File: src/rtl/lsu_mem_master_if.sv
// Bundle of the CPU request/response channels and the data-memory port
// for the load/store initiator. The master modport is the initiator's view.
interface lsu_mem_master_if;
  // CPU request channel
  logic        req_valid;
  logic        req_ready;
  logic        req_we;
  logic [1:0]  req_len;
  logic        req_sign;
  logic [31:0] req_addr;
  logic [31:0] req_wdata;
  // CPU response channel
  logic        resp_valid;
  logic        resp_ready;
  logic [31:0] resp_rdata;
  logic        resp_err;
  logic        resp_split;
  // Data-memory port
  logic        mem_read;
  logic        mem_write;
  logic [1:0]  mem_len;
  logic        mem_sign;
  logic [31:0] mem_addr;
  logic [31:0] mem_wdata;
  logic [31:0] mem_rdata;

  modport master (
    input  req_valid, req_we, req_len, req_sign, req_addr, req_wdata,
    input  resp_ready, mem_rdata,
    output req_ready, resp_valid, resp_rdata, resp_err, resp_split,
    output mem_read, mem_write, mem_len, mem_sign, mem_addr, mem_wdata
  );

  modport slave (
    output req_valid, req_we, req_len, req_sign, req_addr, req_wdata,
    output resp_ready, mem_rdata,
    input  req_ready, resp_valid, resp_rdata, resp_err, resp_split,
    input  mem_read, mem_write, mem_len, mem_sign, mem_addr, mem_wdata
  );
endinterface

File: src/rtl/lsu_mem_master.sv
// Load/store initiator: accepts one CPU request at a time, drives the
// byte-addressed data memory, splits misaligned accesses into little-endian
// byte transactions, rebuilds/extends load data and returns a response.
module lsu_mem_master #(
  parameter int SIZE        = 4096,
  parameter bit ALLOW_SPLIT = 1'b1
) (
  input logic             clk,
  input logic             rst,
  lsu_mem_master_if.master bus
);

  // Access length codes shared with the memory's LSLength input
  localparam logic [1:0] LEN_BYTE = 2'b00;
  localparam logic [1:0] LEN_HALF = 2'b01;
  localparam logic [1:0] LEN_WORD = 2'b10;

  localparam logic [32:0] SIZE_LIM = 33'(SIZE);

  typedef enum logic [1:0] {IDLE, ISSUE, CAPT, RESP} state_t;

  state_t      state_q;
  logic        we_q, sign_q, split_q, err_q;
  logic [1:0]  len_q, k_q, last_k_q;
  logic [31:0] addr_q, wdata_q, buf_q;

  logic        req_ready_q, resp_valid_q, resp_err_q, resp_split_q;
  logic [31:0] resp_rdata_q;
  logic        mem_read_q, mem_write_q, mem_sign_q;
  logic [1:0]  mem_len_q;
  logic [31:0] mem_addr_q, mem_wdata_q;

  logic [2:0]  dec_nbytes;
  logic        dec_len_ok, dec_aligned, dec_oob, dec_err;
  logic [31:0] cap_word, cap_ext;

  // Decode the incoming request: size, alignment, 33-bit bounds check, error
  always_comb begin
    dec_nbytes  = 3'd1;
    dec_len_ok  = 1'b1;
    dec_aligned = 1'b1;
    case (bus.req_len)
      LEN_BYTE: dec_nbytes = 3'd1;
      LEN_HALF: begin
        dec_nbytes  = 3'd2;
        dec_aligned = ~bus.req_addr[0];
      end
      LEN_WORD: begin
        dec_nbytes  = 3'd4;
        dec_aligned = (bus.req_addr[1:0] == 2'b00);
      end
      default: dec_len_ok = 1'b0;
    endcase
    dec_oob = ({1'b0, bus.req_addr} + {30'b0, dec_nbytes}) > SIZE_LIM;
    dec_err = ~dec_len_ok | dec_oob | (~dec_aligned & ~ALLOW_SPLIT);
  end

  // Merge the byte arriving now into lane k of the split-load buffer
  for (genvar gi = 0; gi < 4; gi++) begin : g_cap
    assign cap_word[8*gi +: 8] = (k_q == 2'(gi)) ? bus.mem_rdata[7:0] : buf_q[8*gi +: 8];
  end

  // Split loads only occur for halfwords and words; halfwords need extension
  assign cap_ext = (len_q == LEN_HALF)
                 ? (sign_q ? {{16{cap_word[15]}}, cap_word[15:0]} : {16'b0, cap_word[15:0]})
                 : cap_word;

  // Main FSM with registered outputs; strobes default low so each lasts one cycle
  always_ff @(posedge clk or posedge rst) begin
    if (rst) begin
      state_q      <= IDLE;
      we_q         <= 1'b0;
      sign_q       <= 1'b0;
      split_q      <= 1'b0;
      err_q        <= 1'b0;
      len_q        <= LEN_BYTE;
      k_q          <= 2'd0;
      last_k_q     <= 2'd0;
      addr_q       <= 32'd0;
      wdata_q      <= 32'd0;
      buf_q        <= 32'd0;
      req_ready_q  <= 1'b1;
      resp_valid_q <= 1'b0;
      resp_err_q   <= 1'b0;
      resp_split_q <= 1'b0;
      resp_rdata_q <= 32'd0;
      mem_read_q   <= 1'b0;
      mem_write_q  <= 1'b0;
      mem_sign_q   <= 1'b0;
      mem_len_q    <= 2'd0;
      mem_addr_q   <= 32'd0;
      mem_wdata_q  <= 32'd0;
    end else begin
      mem_read_q  <= 1'b0;
      mem_write_q <= 1'b0;
      case (state_q)
        IDLE: begin
          if (bus.req_valid) begin
            we_q        <= bus.req_we;
            sign_q      <= bus.req_sign;
            len_q       <= bus.req_len;
            addr_q      <= bus.req_addr;
            wdata_q     <= bus.req_wdata;
            k_q         <= 2'd0;
            last_k_q    <= 2'(dec_nbytes - 3'd1);
            buf_q       <= 32'd0;
            req_ready_q <= 1'b0;
            // Errors take the issue slot with strobes held low, so the
            // response appears one cycle after accept with no memory access
            state_q     <= ISSUE;
            if (dec_err) begin
              err_q   <= 1'b1;
              split_q <= 1'b0;
            end else begin
              err_q       <= 1'b0;
              split_q     <= ~dec_aligned;
              mem_read_q  <= ~bus.req_we;
              mem_write_q <= bus.req_we;
              mem_addr_q  <= bus.req_addr;
              if (dec_aligned) begin
                mem_len_q   <= bus.req_len;
                mem_sign_q  <= bus.req_sign;
                mem_wdata_q <= bus.req_wdata;
              end else begin
                mem_len_q   <= LEN_BYTE;
                mem_sign_q  <= 1'b0;
                mem_wdata_q <= {24'b0, bus.req_wdata[7:0]};
              end
            end
          end
        end
        ISSUE: begin
          if (err_q) begin
            state_q      <= RESP;
            resp_valid_q <= 1'b1;
            resp_err_q   <= 1'b1;
            resp_split_q <= 1'b0;
            resp_rdata_q <= 32'd0;
          end else if (!we_q) begin
            state_q <= CAPT;
          end else if (!split_q || (k_q == last_k_q)) begin
            state_q      <= RESP;
            resp_valid_q <= 1'b1;
            resp_err_q   <= 1'b0;
            resp_split_q <= split_q;
            resp_rdata_q <= 32'd0;
          end else begin
            k_q         <= k_q + 2'd1;
            mem_write_q <= 1'b1;
            mem_addr_q  <= addr_q + {30'b0, k_q + 2'd1};
            mem_wdata_q <= {24'b0, wdata_q[{k_q + 2'd1, 3'b000} +: 8]};
          end
        end
        CAPT: begin
          if (!split_q) begin
            state_q      <= RESP;
            resp_valid_q <= 1'b1;
            resp_err_q   <= 1'b0;
            resp_split_q <= 1'b0;
            resp_rdata_q <= bus.mem_rdata;
          end else if (k_q == last_k_q) begin
            state_q      <= RESP;
            resp_valid_q <= 1'b1;
            resp_err_q   <= 1'b0;
            resp_split_q <= 1'b1;
            resp_rdata_q <= cap_ext;
          end else begin
            buf_q      <= cap_word;
            k_q        <= k_q + 2'd1;
            mem_read_q <= 1'b1;
            mem_addr_q <= addr_q + {30'b0, k_q + 2'd1};
            state_q    <= ISSUE;
          end
        end
        RESP: begin
          if (bus.resp_ready) begin
            state_q      <= IDLE;
            req_ready_q  <= 1'b1;
            resp_valid_q <= 1'b0;
            resp_err_q   <= 1'b0;
            resp_split_q <= 1'b0;
            resp_rdata_q <= 32'd0;
          end
        end
        default: state_q <= IDLE;
      endcase
    end
  end

  assign bus.req_ready  = req_ready_q;
  assign bus.resp_valid = resp_valid_q;
  assign bus.resp_rdata = resp_rdata_q;
  assign bus.resp_err   = resp_err_q;
  assign bus.resp_split = resp_split_q;
  assign bus.mem_read   = mem_read_q;
  assign bus.mem_write  = mem_write_q;
  assign bus.mem_len    = mem_len_q;
  assign bus.mem_sign   = mem_sign_q;
  assign bus.mem_addr   = mem_addr_q;
  assign bus.mem_wdata  = mem_wdata_q;

endmodule

File: src/flat_wrapper.sv
// flat-port wrapper written by rule: the top's interface ports become plain ports
module lsu_mem_master_flat 
#(
  parameter int SIZE        = 4096,
  parameter bit ALLOW_SPLIT = 1'b1
)
  (clk, rst, bus_req_valid, bus_req_we, bus_req_len, bus_req_sign, bus_req_addr, bus_req_wdata, bus_resp_ready, bus_mem_rdata, bus_req_ready, bus_resp_valid, bus_resp_rdata, bus_resp_err, bus_resp_split, bus_mem_read, bus_mem_write, bus_mem_len, bus_mem_sign, bus_mem_addr, bus_mem_wdata);
  lsu_mem_master_if bus_i ();
  input logic clk;
  input logic rst;
  input wire logic [$bits(bus_i.req_valid)-1:0] bus_req_valid;
  input wire logic [$bits(bus_i.req_we)-1:0] bus_req_we;
  input wire logic [$bits(bus_i.req_len)-1:0] bus_req_len;
  input wire logic [$bits(bus_i.req_sign)-1:0] bus_req_sign;
  input wire logic [$bits(bus_i.req_addr)-1:0] bus_req_addr;
  input wire logic [$bits(bus_i.req_wdata)-1:0] bus_req_wdata;
  input wire logic [$bits(bus_i.resp_ready)-1:0] bus_resp_ready;
  input wire logic [$bits(bus_i.mem_rdata)-1:0] bus_mem_rdata;
  output wire logic [$bits(bus_i.req_ready)-1:0] bus_req_ready;
  output wire logic [$bits(bus_i.resp_valid)-1:0] bus_resp_valid;
  output wire logic [$bits(bus_i.resp_rdata)-1:0] bus_resp_rdata;
  output wire logic [$bits(bus_i.resp_err)-1:0] bus_resp_err;
  output wire logic [$bits(bus_i.resp_split)-1:0] bus_resp_split;
  output wire logic [$bits(bus_i.mem_read)-1:0] bus_mem_read;
  output wire logic [$bits(bus_i.mem_write)-1:0] bus_mem_write;
  output wire logic [$bits(bus_i.mem_len)-1:0] bus_mem_len;
  output wire logic [$bits(bus_i.mem_sign)-1:0] bus_mem_sign;
  output wire logic [$bits(bus_i.mem_addr)-1:0] bus_mem_addr;
  output wire logic [$bits(bus_i.mem_wdata)-1:0] bus_mem_wdata;
  assign bus_i.req_valid = bus_req_valid;
  assign bus_i.req_we = bus_req_we;
  assign bus_i.req_len = bus_req_len;
  assign bus_i.req_sign = bus_req_sign;
  assign bus_i.req_addr = bus_req_addr;
  assign bus_i.req_wdata = bus_req_wdata;
  assign bus_i.resp_ready = bus_resp_ready;
  assign bus_i.mem_rdata = bus_mem_rdata;
  assign bus_req_ready = bus_i.req_ready;
  assign bus_resp_valid = bus_i.resp_valid;
  assign bus_resp_rdata = bus_i.resp_rdata;
  assign bus_resp_err = bus_i.resp_err;
  assign bus_resp_split = bus_i.resp_split;
  assign bus_mem_read = bus_i.mem_read;
  assign bus_mem_write = bus_i.mem_write;
  assign bus_mem_len = bus_i.mem_len;
  assign bus_mem_sign = bus_i.mem_sign;
  assign bus_mem_addr = bus_i.mem_addr;
  assign bus_mem_wdata = bus_i.mem_wdata;
  lsu_mem_master #(.SIZE(SIZE), .ALLOW_SPLIT(ALLOW_SPLIT)) u_core (.clk(clk), .rst(rst), .bus(bus_i));
endmodule
File: config.mk
export PLATFORM = sky130hd
export DESIGN_NAME = lsu_mem_master_flat
export DESIGN_NICKNAME = d
export VERILOG_FILES = /design/src/rtl/lsu_mem_master_if.sv /design/src/rtl/lsu_mem_master.sv /design/src/flat_wrapper.sv
export SDC_FILE = /design/constraint.sdc
export NUM_CORES = 1
export LEC_CHECK = 0
export ABC_AREA = 1
export CAP_MARGIN = 20
export CORE_ASPECT_RATIO = 0.6
export CORE_MARGIN = 3
export CORE_UTILIZATION = 60
export DETAILED_ROUTE_END_ITERATION = 12
export DONT_BUFFER_PORTS = 1
export PLACE_DENSITY = 0.73
export SLEW_MARGIN = 10
export SYNTH_ARGS = -nofsm -noshare
export SYNTH_HDL_FRONTEND = slang
export SYNTH_SLANG_ARGS = --single-unit
File: constraint.sdc
create_clock -name clk -period 7 [get_ports clk]
set_input_delay 0 -clock clk [delete_from_list [all_inputs] [get_ports clk]]
set_output_delay 0 -clock clk [all_outputs]
set_load 0.01 [all_outputs]
[Yosys cells after proc, flatten, opt, wreduce, memory -nomap -nowiden]
Cells that the tools add are included.
Word-level totals
  flip-flop bits (word level): 213
  bits of input ports: 104
  output and inout port bits: 105
  word-level logic and storage cells: 163
Operators by class
  $add $sub $neg: 4
  $lt $le $gt $ge: 1
  equal/unequal tests: 22
  shift operators: 1
  mux-type cells: 86
  bitwise operators: 6
  reductions and logical operators: 21
Operator list (number)
  32-bit two-way mux: 24
  32-bit case mux with 3 select lines: 2
  32-bit case mux with 2 select lines: 2
  32-bit by 3-bit adder with 33-bit output: 1
  33-bit by 13-bit greater-than comparator with 1-bit output (second input constant): 1
  32-bit by 2-bit adder with 32-bit output: 1
  8-bit two-way mux: 4
  32-bit by 6-bit variable part select with 8-bit output: 1
  1-bit two-way mux: 30
  2-bit two-way mux: 14
  2-bit inequality test (second input constant): 6
  2-bit == test (second input constant): 5
  1-bit case mux with 3 select lines: 3
  3-bit AND reduction: 3
  2-bit by 1-bit == test with 1-bit output (second input constant): 4
  2-bit zero test: 4
  1-bit case mux with 2 select lines: 4
  2-bit case mux with 4 select lines: 1
  8-bit AND reduction: 1
  7-bit AND reduction: 1
  3-bit by 1-bit inequality test with 1-bit output (second input constant): 2
  2-bit case mux with 3 select lines: 1
  3-bit case mux with 2 select lines: 1
  6-bit AND reduction: 1
  16 further kinds: 24

[Logic depth before layout (Yosys ltp)]
Gate-level depths: netlist of the first run.
  word-level depth: 8
  gate-level depth with buffers: 22
  depth with buffers taken out: 21

[Worst setup path after synthesis of the first run]
Ideal clock, no wire load.
  path kind: reg2reg
  start point: register u_core.k_q[0]
  end point: register u_core.mem_addr_q[16], in the netlist u_core.bus.mem_addr[16]
  library setup time: 117 ps
  data arrival time: 2837 ps
  data required time: 6883 ps
  path slack: 4047 ps
  cell stages (with the launch flop): 19
  path through: dfrtp_1 > buf_2 > clkinv_1 > clkbuf_1 > ha_1 > fa_1 > nand2_1 > nor2_1 > nand2_1 > nor3_1 > nand2_1 > nor2_1 > nand2_1 > nor2_1 > nand2_1 > nand2_1 > o22ai_1 > nand3_1 > nand2_1
Between the ends
  longest elaborated chain between the ends: 6
RTL lines
  start: declaration: line lsu_mem_master.sv:24  | logic [1:0] len_q, k_q, last_k_q;
  start signal: assignment: line lsu_mem_master.sv:148  | k_q <= k_q + 2'd1;
  start signal: assignment: line lsu_mem_master.sv:169  | k_q <= k_q + 2'd1;
  2-bit by 1-bit adder with 2-bit output: line lsu_mem_master.sv:150, lsu_mem_master.sv:171
  32-bit by 2-bit adder with 32-bit output: line lsu_mem_master.sv:150, lsu_mem_master.sv:171
  32-bit two-way mux: line lsu_mem_master.sv:141  | end else if (!split_q || (k_q == last_k_q)) begin
  32-bit two-way mux: line lsu_mem_master.sv:139  | end else if (!we_q) begin
  32-bit two-way mux: line lsu_mem_master.sv:133  | if (err_q) begin
  32-bit case mux with 3 select lines: line lsu_mem_master.sv:96  | case (state_q)
  end signal: assignment: line lsu_mem_master.sv:119  | mem_addr_q <= bus.req_addr;
  end signal: assignment: line lsu_mem_master.sv:150  | mem_addr_q <= addr_q + {30'b0, k_q + 2'd1};
  end signal: assignment: line lsu_mem_master.sv:171  | mem_addr_q <= addr_q + {30'b0, k_q + 2'd1};
  end: declaration: line lsu_mem_master.sv:31  | logic [31:0] mem_addr_q, mem_wdata_q;
Several ways; a longest one is shown, not always the timed one. The select of a mux whose other input is x is not followed.
A chain may end at the register's enable or synchronous reset.

[Final worst setup path of the first run]
  start point: register u_core.k_q[0]
  end point: register u_core.mem_addr_q[14], in the netlist u_core.bus.mem_addr[14]
The elaborated chain is that of the path after synthesis.

==> out/qor.yml, run 1 <==
dominantRegCellSynth: "dfrtp_1"
cp_slowest_stage_delay_ps: 930
cap_viol_max_count: 0
diodes: 0
fp.dieW_um: 187
grt_setup_unrepaired: "no"
cp_num_cells: 16
synth_seq_area_share_pct: 45.0
muxShareOfSynthArea_pct: 0
syn_avg_cell_area_um2: 7.20
startpoint: "u_core.k_q[0]$_DFFE_PP0P_"
crit_path_end_kind: "flip-flop"
final_antenna_net_count: 0
wl_mm: 37.1
synth_xor_area_share_pct: 1.55
cp-endpoint: "u_core.bus.mem_addr[14]$_DFFE_PP0P_"
syn_nets: 1771
r2r-end: "u_core.bus.mem_addr[14]$_DFFE_PP0P_"
synth_top_cell_by_area: "dfrtp_1"
hold_viol_final: 0
cts.sinks: 213
final_max_slew_viol_count: 0
finalCritPeriodShare_pct: 67.3
crit_buf_inv: 1
tns_ps: 0
syn_area_um2: 11900
grt_util_all_layers_pct: 34.1
synth-compound-area-share_pct: 11.9
tightestPinTransition_ps: 988
grt_pass1_vias: 10800
max_freq_mhz: 212
synth_top_family_by_area: "simple AND/OR/NAND/NOR gates"
drc: 0
peakVddDrop_mv: 0.253
ys_warn_count: 0
yosys-top-cells-area: "dfrtp_1 45%, nand2_1 18%, o21ai_0 8.1%"
leakagePower_nw: 6.71
path_common_cell: "nand2_1"
relSlewSlack_pct: 33.9
clk_pin_slew_worst_paths_ps: 70
timing.rr.start: "u_core.k_q[0]$_DFFE_PP0P_"
ys_types: 38
htree_levels: 1
rrSetupSlack_ps: 2290
fp.dieH_um: 115
cts_tree: "done"
drt_iter0_drc: 1213
crit_path_top_delay_cell: "ha_1"
cts_buffers: 21
synth_fa_ha_area_share_pct: 2.13
first_pass_iters: 6
fin_area_um2: 13900
grt-ovfl-total: 0
ys_async_sr_fraction_pct: 100
worst_clock_skew_ps: 7.98
insertion_delay_ps: 490
antenna_found_initial: 0
hpwlAfterDp_mm: 25.7
io_pins: 209
ys_seq_elements: 213
yosysTopAreaCellShare_pct: 44.7
clk_path_buf_depth: 3
grt_start_max_net_pins: 139
critical_path_required_ps: 7380
hold_path_class: "primary input to flip-flop"
outcome: "complete, no violations"
placed_cell_area_um2: 12000
gp_congestion: 1.03
critPathLaunchType: "flip-flop"
r2r_cells: 16
rows: 39
numPortBuffers: 0
start_util_pct: 61.7
critPathTopFamily: "simple AND/OR/NAND/NOR gates"
postSynthCellCount: 1648
worst-setup-path-type: "flip-flop to flip-flop"
arrival_ps: 5090
grt_pass1_wl_mm: 58.6
syn_to_final_growth_pct: 17.1
synth_edf_count: 0
via_count: 11600
power_density_nw_per_um2: 412
layout_min_cycle_time_ps: 4710
routed_via_density: 5.79
num-fill-cells: 1604
crit_chain: "clkinv_1, ha_1, fa_1, nand2_1, nor2_1, nand2_1, nor3_1, nand2_1, nor2_1, nand2_1, nor2_1, nor2_1, nand2_1, o21ai_0, nand3_1, nand2_1"
die_area_um2: 21500
layout-drive-gt1-share_pct: 3.85
setup_viol: 0
root_buffer: "clkbuf_16"
core_um2: 19200
post-cts-setup-buffers: 0
fin_nets: 1850
yosys.area_share.simple_pct: 31.3
drt-wirelength-per-cell_um: 18.5
worstPathMaxFanout: 21
-- where the power goes --
part / internal, W / total (W) / switching (W)
Sequential: 0.00168 / 0.00218 / 0.000496
Clock: 0.000647 / 0.00113 / 0.000479
Combinational: 0.000772 / 0.00242 / 0.00164
-- logic make-up after synthesis --
logic type | Yosys count
xor gates and xnor gates | 21
adders and majority gates | 19
buffers and inverters | 242
DFF | 213
and+or+nand+nor | 894
AOI/OAI and AO/OA | 259
-- cell usage after synthesis, types with 2 or more instances --
master and count:
nand2_1 568, buf_1 7, buf_2 8, o21ai_0 192, nor2_4 3, o31ai_1 9
xnor2_1 11, or2_2 3, a21oi_1 15, buf_6 7, nor4_1 7, nand2_2 3
nor3_1 20, inv_1 163, xor2_1 10, nand4_1 15, nand3_1 148, nand3b_1 3
clkinv_1 3, ha_1 17, clkbuf_1 53, nor2_2 5, o22ai_1 30, dfrtp_1 212
fa_1 2, nor2_1 114, a32o_1 8, and3_1 2
-- routing by layer --
layer | part of all wire [%] | GRT usage (%)
met4 | 1.5 | 6.14
met5 | 0 | 0
met2 | 39 | 45.9
met3 | 14 | 12.9
met1 | 46 | 52.6
-- worst min-delay path by stage --
stage,cells past startpoint,slack (ps),from,end
final,5,140,bus_req_addr[26],u_core.bus.mem_write$_DFF_PP0_
after global routing,5,160,bus_req_addr[26],u_core.bus.mem_write$_DFF_PP0_
after CTS,4,60,bus_req_valid,u_core.wdata_q[7]$_DFFE_PP0P_
after detailed placement,2,120,bus_req_wdata[4],u_core.wdata_q[4]$_DFFE_PP0P_
after global placement,2,110,bus_req_wdata[4],u_core.wdata_q[4]$_DFFE_PP0P_
after floorplan,2,110,bus_req_wdata[0],u_core.wdata_q[0]$_DFFE_PP0P_
-- flip-flops by register name, indices dropped and copies added, names as in the netlist, 32 cells and up --
register and flops:
u_core.wdata_q 32, u_core.bus.mem_addr 32, u_core.buf_q 32, u_core.addr_q 32, u_core.bus.resp_rdata 32, u_core.bus.mem_wdata 32
-- worst register-to-register path: cells and delay by family (launching register included) --
| kind | cells | cell delay, ps |
|---|---|---|
| AOI/OAI and AO/OA | 1 | 110 |
| adders and majority gates | 2 | 1310 |
| buffers and inverters | 1 | 650 |
| DFF | 1 | 730 |
| and+or+nand+nor | 12 | 1820 |
-- layout make-up --
cell class,count,area (um^2),share of cell area (%)
multi-input cells,1193,5590,40.3
flip-flops and latches,213,5330,38.4
repair buffers,131,1320,9.51
inverters,167,634,4.57
clock buffers,32,617,4.44
well taps,266,333,2.40
clock inverters,5,57.6,0.414
-- through the flow --
stage	std cells	hold WS [ps]	setup WS [ps]	power, W	utilization [%]
after floorplan	1648	110	1180	0.00381	-
after global placement	1849	112	2460	0.00435	62.2
after detailed placement	1849	118	2410	0.00442	62.2
after CTS	2004	62.8	2390	0.00563	71.9
after global routing	2007	165	1810	0.00616	72.2
final	2007	144	2290	0.00572	72.2
-- placed cells by master, fill, tap and decap left out, drive strengths merged, types with 17 or more instances in the layout --
master / count
ha: 17
dlygate4sd3: 119
inv: 165
clkbuf: 32
nand3: 149
dfrtp: 212
nor3: 21
o22ai: 30
nand2: 571
o21ai: 192
nor2: 122
-- timing repair --
action | in CTS | in global routing
gates resized for setup | 0 | 0
endpoints found under the hold margin | 333 | 1
hold buffers | 118 | 1
(Power assumes the default switching activity.)
==> inputs of run 2 (changes only) <==
--- a/config.mk
+++ b/config.mk
@@ -9,7 +9,7 @@
 export CAP_MARGIN = 20
 export CORE_ASPECT_RATIO = 0.6
 export CORE_MARGIN = 3
-export CORE_UTILIZATION = 60
+export CORE_UTILIZATION = 58
 export DETAILED_ROUTE_END_ITERATION = 12
 export DONT_BUFFER_PORTS = 1
 export PLACE_DENSITY = 0.73
==> constraint.sdc (replaced) <==
create_clock -name clk -period 3.9 [get_ports clk]
set_input_delay 0 -clock clk [delete_from_list [all_inputs] [get_ports clk]]
set_output_delay 0 -clock clk [all_outputs]
set_load 0.01 [all_outputs]
==> run 2 against run 1 <==
Net effect: hold slack got worse by 63 ps; clock power increased by 76%; register-to-register slack got worse by 1700 ps; cell area grew 0.64%; critical path type is now primary input to flip-flop; critical endpoint is now u_core.bus.mem_addr[0]$_DFFE_PP0P_.
==> out/qor.yml, run 2 (same netlist as run 1, synthesis figures left out) <==
outcome: "complete, no violations"
wl_mm: 39.5
hold_path_class: "primary input to async pin"
leakagePower_nw: 6.75
holdWs_ps: 80.9
fp.dieW_um: 191
grt_setup_unrepaired: "no"
cts_buffers: 21
final_antenna_net_count: 0
arrival_ps: 3960
cts.sinks: 213
fp.dieH_um: 117
num-fill-cells: 1572
total_power_w: 0.0104
setup_viol: 0
tightestPinTransition_ps: 894
max_freq_mhz: 278
regArea_um2: 5330
drt-wirelength-per-cell_um: 19.5
via_count: 11900
drt_iter0_drc: 1396
cap_viol_max_count: 0
root_buffer: "clkbuf_16"
peakVddDrop_mv: 0.500
fin_area_um2: 14000
io_pins: 209
timing.rr.start: "u_core.k_q[0]$_DFFE_PP0P_"
crit_path_end_kind: "flip-flop"
finalCritPeriodShare_pct: 92.1
syn_to_final_growth_pct: 17.9
clk_pin_slew_worst_paths_ps: 70
utilization_pct: 71.6
hpwlAfterDp_mm: 27.5
layout-drive-gt1-share_pct: 4.50
layout_min_cycle_time_ps: 3590
insertion_delay_ps: 500
worstPathMaxFanout: 65
gp_congestion: 1.02
power_density_nw_per_um2: 741
grt_pass1_vias: 11000
multiInputGateArea_um2: 5590
worst_clock_skew_ps: 12.4
grt_pass1_wl_mm: 61.7
drc: 0
clk_path_buf_depth: 3
worst-setup-path-type: "primary input to flip-flop"
final_cell_mix: "566 x nand2_1, 212 x dfrtp_1, 192 x o21ai_0, 162 x inv_1, 147 x nand3_1"
core_um2: 19500
cts_tree: "done"
die_area_um2: 22300
grt_util_all_layers_pct: 35.2
final_max_slew_viol_count: 0
layout.cells.most_common: "nand2_1"
placed_cell_area_um2: 12100
routed_via_density: 5.88
first_pass_iters: 5
critPathLaunchType: "primary input"
post-cts-setup-buffers: 0
grt-ovfl-total: 0
critical_path_required_ps: 4270
startpoint: "bus_req_len[0]"
relSlewSlack_pct: 39.7
tns_ps: 0
htree_levels: 1
antenna_found_initial: 2
hold_viol_final: 0
numPortBuffers: 0
fin_nets: 1864
rows: 39
start_util_pct: 60.7
grt_start_max_net_pins: 125
-- run 2: changes by cell type in the layout (fill, tap and decap cells not counted), sizes merged --
cell and change:
buf +10, clkbuf -7, clkinv +4, clkinvlp +4, dlygate4sd3 +4, inv -2
diode +1
-- run 2: path summary, 6_finish.rpt --
check                                                             end  slack (ps)  cells after the start
worst min register to register          u_core.wdata_q[5]$_DFFE_PP0P_         480                      2
worst max-delay path               u_core.bus.mem_addr[0]$_DFFE_PP0P_         310                     20
max in group asynchronous       u_core.bus.resp_rdata[28]$_DFFE_PP0P_        2790                      3
min in group clk                           u_core.split_q$_DFFE_PP0P_         160                      5
worst min-delay path                   u_core.bus.mem_write$_DFF_PP0_          80                      2
worst max register to register  u_core.bus.resp_rdata[20]$_DFFE_PP0P_         620                      9
-- run 2: power by group --
part	internal, W	switching, W	total (W)
combinational	0.00143	0.00306	0.00449
clock	0.00109	0.000899	0.00199
sequential	0.00302	0.000874	0.00389
-- run 2: final cells by class --
| cell class | instances | share of cell area [%] |
|---|---|---|
| Sequential cell | 213 | 38.1 |
| Multi-Input combinational cell | 1193 | 40.0 |
| Inverter | 167 | 4.51 |
| Clock inverter | 11 | 0.734 |
| Timing Repair Buffer | 145 | 10.3 |
| Tap cell | 266 | 2.38 |
| Antenna cell | 1 | 0.0179 |
| Clock buffer | 25 | 3.94 |
-- run 2: stage by stage --
step	setup slack, ps	instances
2_1_floorplan	947	1648
3_3_place_gp	660	1860
3_5_place_dp	440	1860
4_1_cts	322	2019
5_1_grt	88.4	2021
6_report	309	2021
-- run 2: metal layers --
metal	part of all wire, %	up-vias	global-route usage (%)
li1	-	5499	-
met4	1.4	2	5.57
met1	45	5636	54.6
met5	0.030	-	0
met2	41	683	49.7
met3	13	62	9.99
-- run 2: worst max-delay path: stages --
cell           delay, ps
dlygate4sd3_1        580
inv_1                 80
ha_1                 330
ha_1                 230
fa_1                 430
nand3_1              140
nand2_2              120
and3_1               220
nand2_1              110
nor2_1                40
a21oi_1              110
nand2_1               60
nor2_1               220
nand3_1              160
nand2_2              100
buf_6                410
nand2_1              100
buf_4                260
nand2_1              110
nand2_1              100
-- run 2: what timing repair did --
item / CTS / global route
endpoints found under the hold margin: 223 / 0
gates resized for setup: 0 / 1
setup endpoints to repair: 0 / 10
hold buffers: 123 / 0
==> inputs of run 3 (changes only) <==
--- a/config.mk
+++ b/config.mk
@@ -7,7 +7,7 @@
 export LEC_CHECK = 0
 export ABC_AREA = 1
 export CAP_MARGIN = 20
-export CORE_ASPECT_RATIO = 0.6
+export CORE_ASPECT_RATIO = 1.5
 export CORE_MARGIN = 3
 export CORE_UTILIZATION = 58
 export DETAILED_ROUTE_END_ITERATION = 12
==> run 3 against run 2 <==
Net effect: sequential share of layout area up 0.50 points; power down 3.3%; clock power down 3%; clock skew down 3.8 ps; core utilization down 2.4 points; count of clock-buffer cells in the layout unchanged; via count down 4.2%; largest power group unchanged; highest routed layer is now met4.
==> out/qor.yml, run 3 (same netlist as run 1, synthesis figures left out) <==
cts.sinks: 213
regArea_um2: 5330
fp.dieH_um: 181
clk_path_buf_depth: 3
crit_chain: "inv_1, ha_1, inv_1, nor2_1, buf_4, inv_1, nand3_2, inv_1, nand2_1, nand2_1"
grt_pass1_wl_mm: 59.5
drt-wirelength-per-cell_um: 18.5
placed_cell_area_um2: 12000
ctsResizeCount: 0
critPathLaunchType: "flip-flop"
post-cts-setup-buffers: 0
hold_viol_final: 0
layout_min_cycle_time_ps: 3340
finalCritPeriodShare_pct: 85.7
insertion_delay_ps: 500
hold_path_class: "primary input to flip-flop"
cap_viol_max_count: 0
critical_path_required_ps: 4270
arrival_ps: 3720
drc: 0
num-fill-cells: 1695
final_antenna_net_count: 0
relSlewSlack_pct: 28.3
first_pass_iters: 6
crit_path_end_kind: "flip-flop"
worstHoldPathCells: 5
die_area_um2: 22200
hpwlAfterDp_mm: 26.1
cts_tree: "done"
worstPathMaxFanout: 24
holdWs_ps: 23.4
grt_start_max_net_pins: 125
max_freq_mhz: 299
final_cell_mix: "566 x nand2_1, 212 x dfrtp_1, 192 x o21ai_0, 162 x inv_1, 147 x nand3_1"
antenna_found_initial: 0
path_common_cell: "inv_1"
layout.cells.most_common: "nand2_1"
layout-drive-gt1-share_pct: 4.14
final_max_slew_viol_count: 0
start_util_pct: 59.5
timing.rr.start: "u_core.state_q[0]$_DFFE_PP0P_"
clk_pin_slew_worst_paths_ps: 60
io_pins: 209
rrSetupSlack_ps: 560
gp_congestion: 0.955
multiInputGateArea_um2: 5590
leakagePower_nw: 6.66
peakVddDrop_mv: 0.400
drt_iter0_drc: 1099
total_power_w: 0.0100
r2r-end: "u_core.bus.resp_rdata[16]$_DFFE_PP0P_"
grt_util_all_layers_pct: 33.4
worst_slack_ps: 556
routed_via_density: 5.70
fin_area_um2: 13800
fin_nets: 1851
fp.dieW_um: 123
htree_levels: 1
grt_pass1_vias: 11300
grt-ovfl-total: 0
tightestPinTransition_ps: 1080
cts_buffers: 21
r2r_cells: 10
tns_ps: 0
worstHoldEndpoint: "u_core.bus.mem_write$_DFF_PP0_"
post-place-ws_ps: 708
outcome: "complete, no violations"
cp_slowest_stage_delay_ps: 640
min_from: "bus_req_addr[26]"
grt_setup_unrepaired: "no"
rows: 63
setup_viol: 0
worst-setup-path-type: "flip-flop to flip-flop"
syn_to_final_growth_pct: 16.3
core_um2: 19900
via_count: 11400
crit_path_top_delay_cell: "ha_1"
diodes: 0
root_buffer: "clkbuf_16"
power_density_nw_per_um2: 726
numPortBuffers: 0
worst_clock_skew_ps: 8.57
wl_mm: 37.0
==> run 3: cell types whose count changed in the layout (fill, tap and decap cells not counted), sizes merged <==
cell,previous run,this run
dlygate4sd3,123,114
buf,22,18
clkinv,10,8
clkinvlp,4,2
diode,1,0
inv,163,164
==> run 3: through the flow <==
stage / cells / util, %
after floorplan: 1648 / -
after global placement: 1851 / 60.3
after detailed placement: 1851 / 60.3
after CTS: 1998 / 69.2
after global routing: 1998 / 69.2
final: 1998 / 69.2
==> run 3: where the power goes <==
part	switching (W)	internal [W]
sequential	0.000859	0.00302
clock	0.000858	0.00107
combinational	0.00285	0.00136
total	0.00457	0.00545
==> run 3: how the worst max path moves through the flow <==
| stage | cells past startpoint | end | startpoint |
|---|---|---|---|
| 3_3_place_gp | 19 | u_core.bus.mem_addr[7]$_DFFE_PP0P_ | bus_req_len[0] |
| 6_report | 10 | u_core.bus.resp_rdata[16]$_DFFE_PP0P_ | u_core.state_q[0]$_DFFE_PP0P_ |
| 3_5_place_dp | 10 | u_core.bus.resp_rdata[31]$_DFFE_PP0P_ | u_core.state_q[0]$_DFFE_PP0P_ |
| 2_1_floorplan | 18 | u_core.bus.mem_addr[16]$_DFFE_PP0P_ | u_core.k_q[0]$_DFFE_PP0P_ |
| 4_1_cts | 20 | u_core.bus.mem_addr[7]$_DFFE_PP0P_ | bus_req_len[0] |
| 5_1_grt | 10 | u_core.bus.resp_rdata[16]$_DFFE_PP0P_ | u_core.state_q[0]$_DFFE_PP0P_ |
==> run 3: area by class of cell <==
type / count / area share (%)
Clock buffer: 25 / 3.99
Clock inverter: 8 / 0.544
Tap cell: 260 / 2.36
Timing Repair Buffer: 132 / 9.34
Sequential cell: 213 / 38.6
Multi-Input combinational cell: 1193 / 40.5
Inverter: 167 / 4.57
==> run 3: timing repair <==
action | 4_1_cts | 5_1_grt
hold endpoints to repair | 244 | 0
setup endpoints to repair | 0 | 0
hold buffers | 114 | 0
==> run 3: per-layer routing <==
| layer | up-vias | track usage [%] | routed length, um |
|---|---|---|---|
| li1 | 5465 | - | - |
| met1 | 5330 | 39.3 | 13700 |
| met2 | 460 | 57.8 | 18600 |
| met3 | 126 | 5.76 | 2530 |
| met4 | 0 | 16.7 | 2220 |
| met5 | - | 0 | 0 |
==> run 3: critical path: cells and delay by family, from the launching register on <==
| kind | cells | cell delay [ps] |
|---|---|---|
| and+or+nand+nor | 4 | 850 |
| adders and majority gates | 1 | 640 |
| DFF | 1 | 430 |
| buffers and inverters | 5 | 1310 |
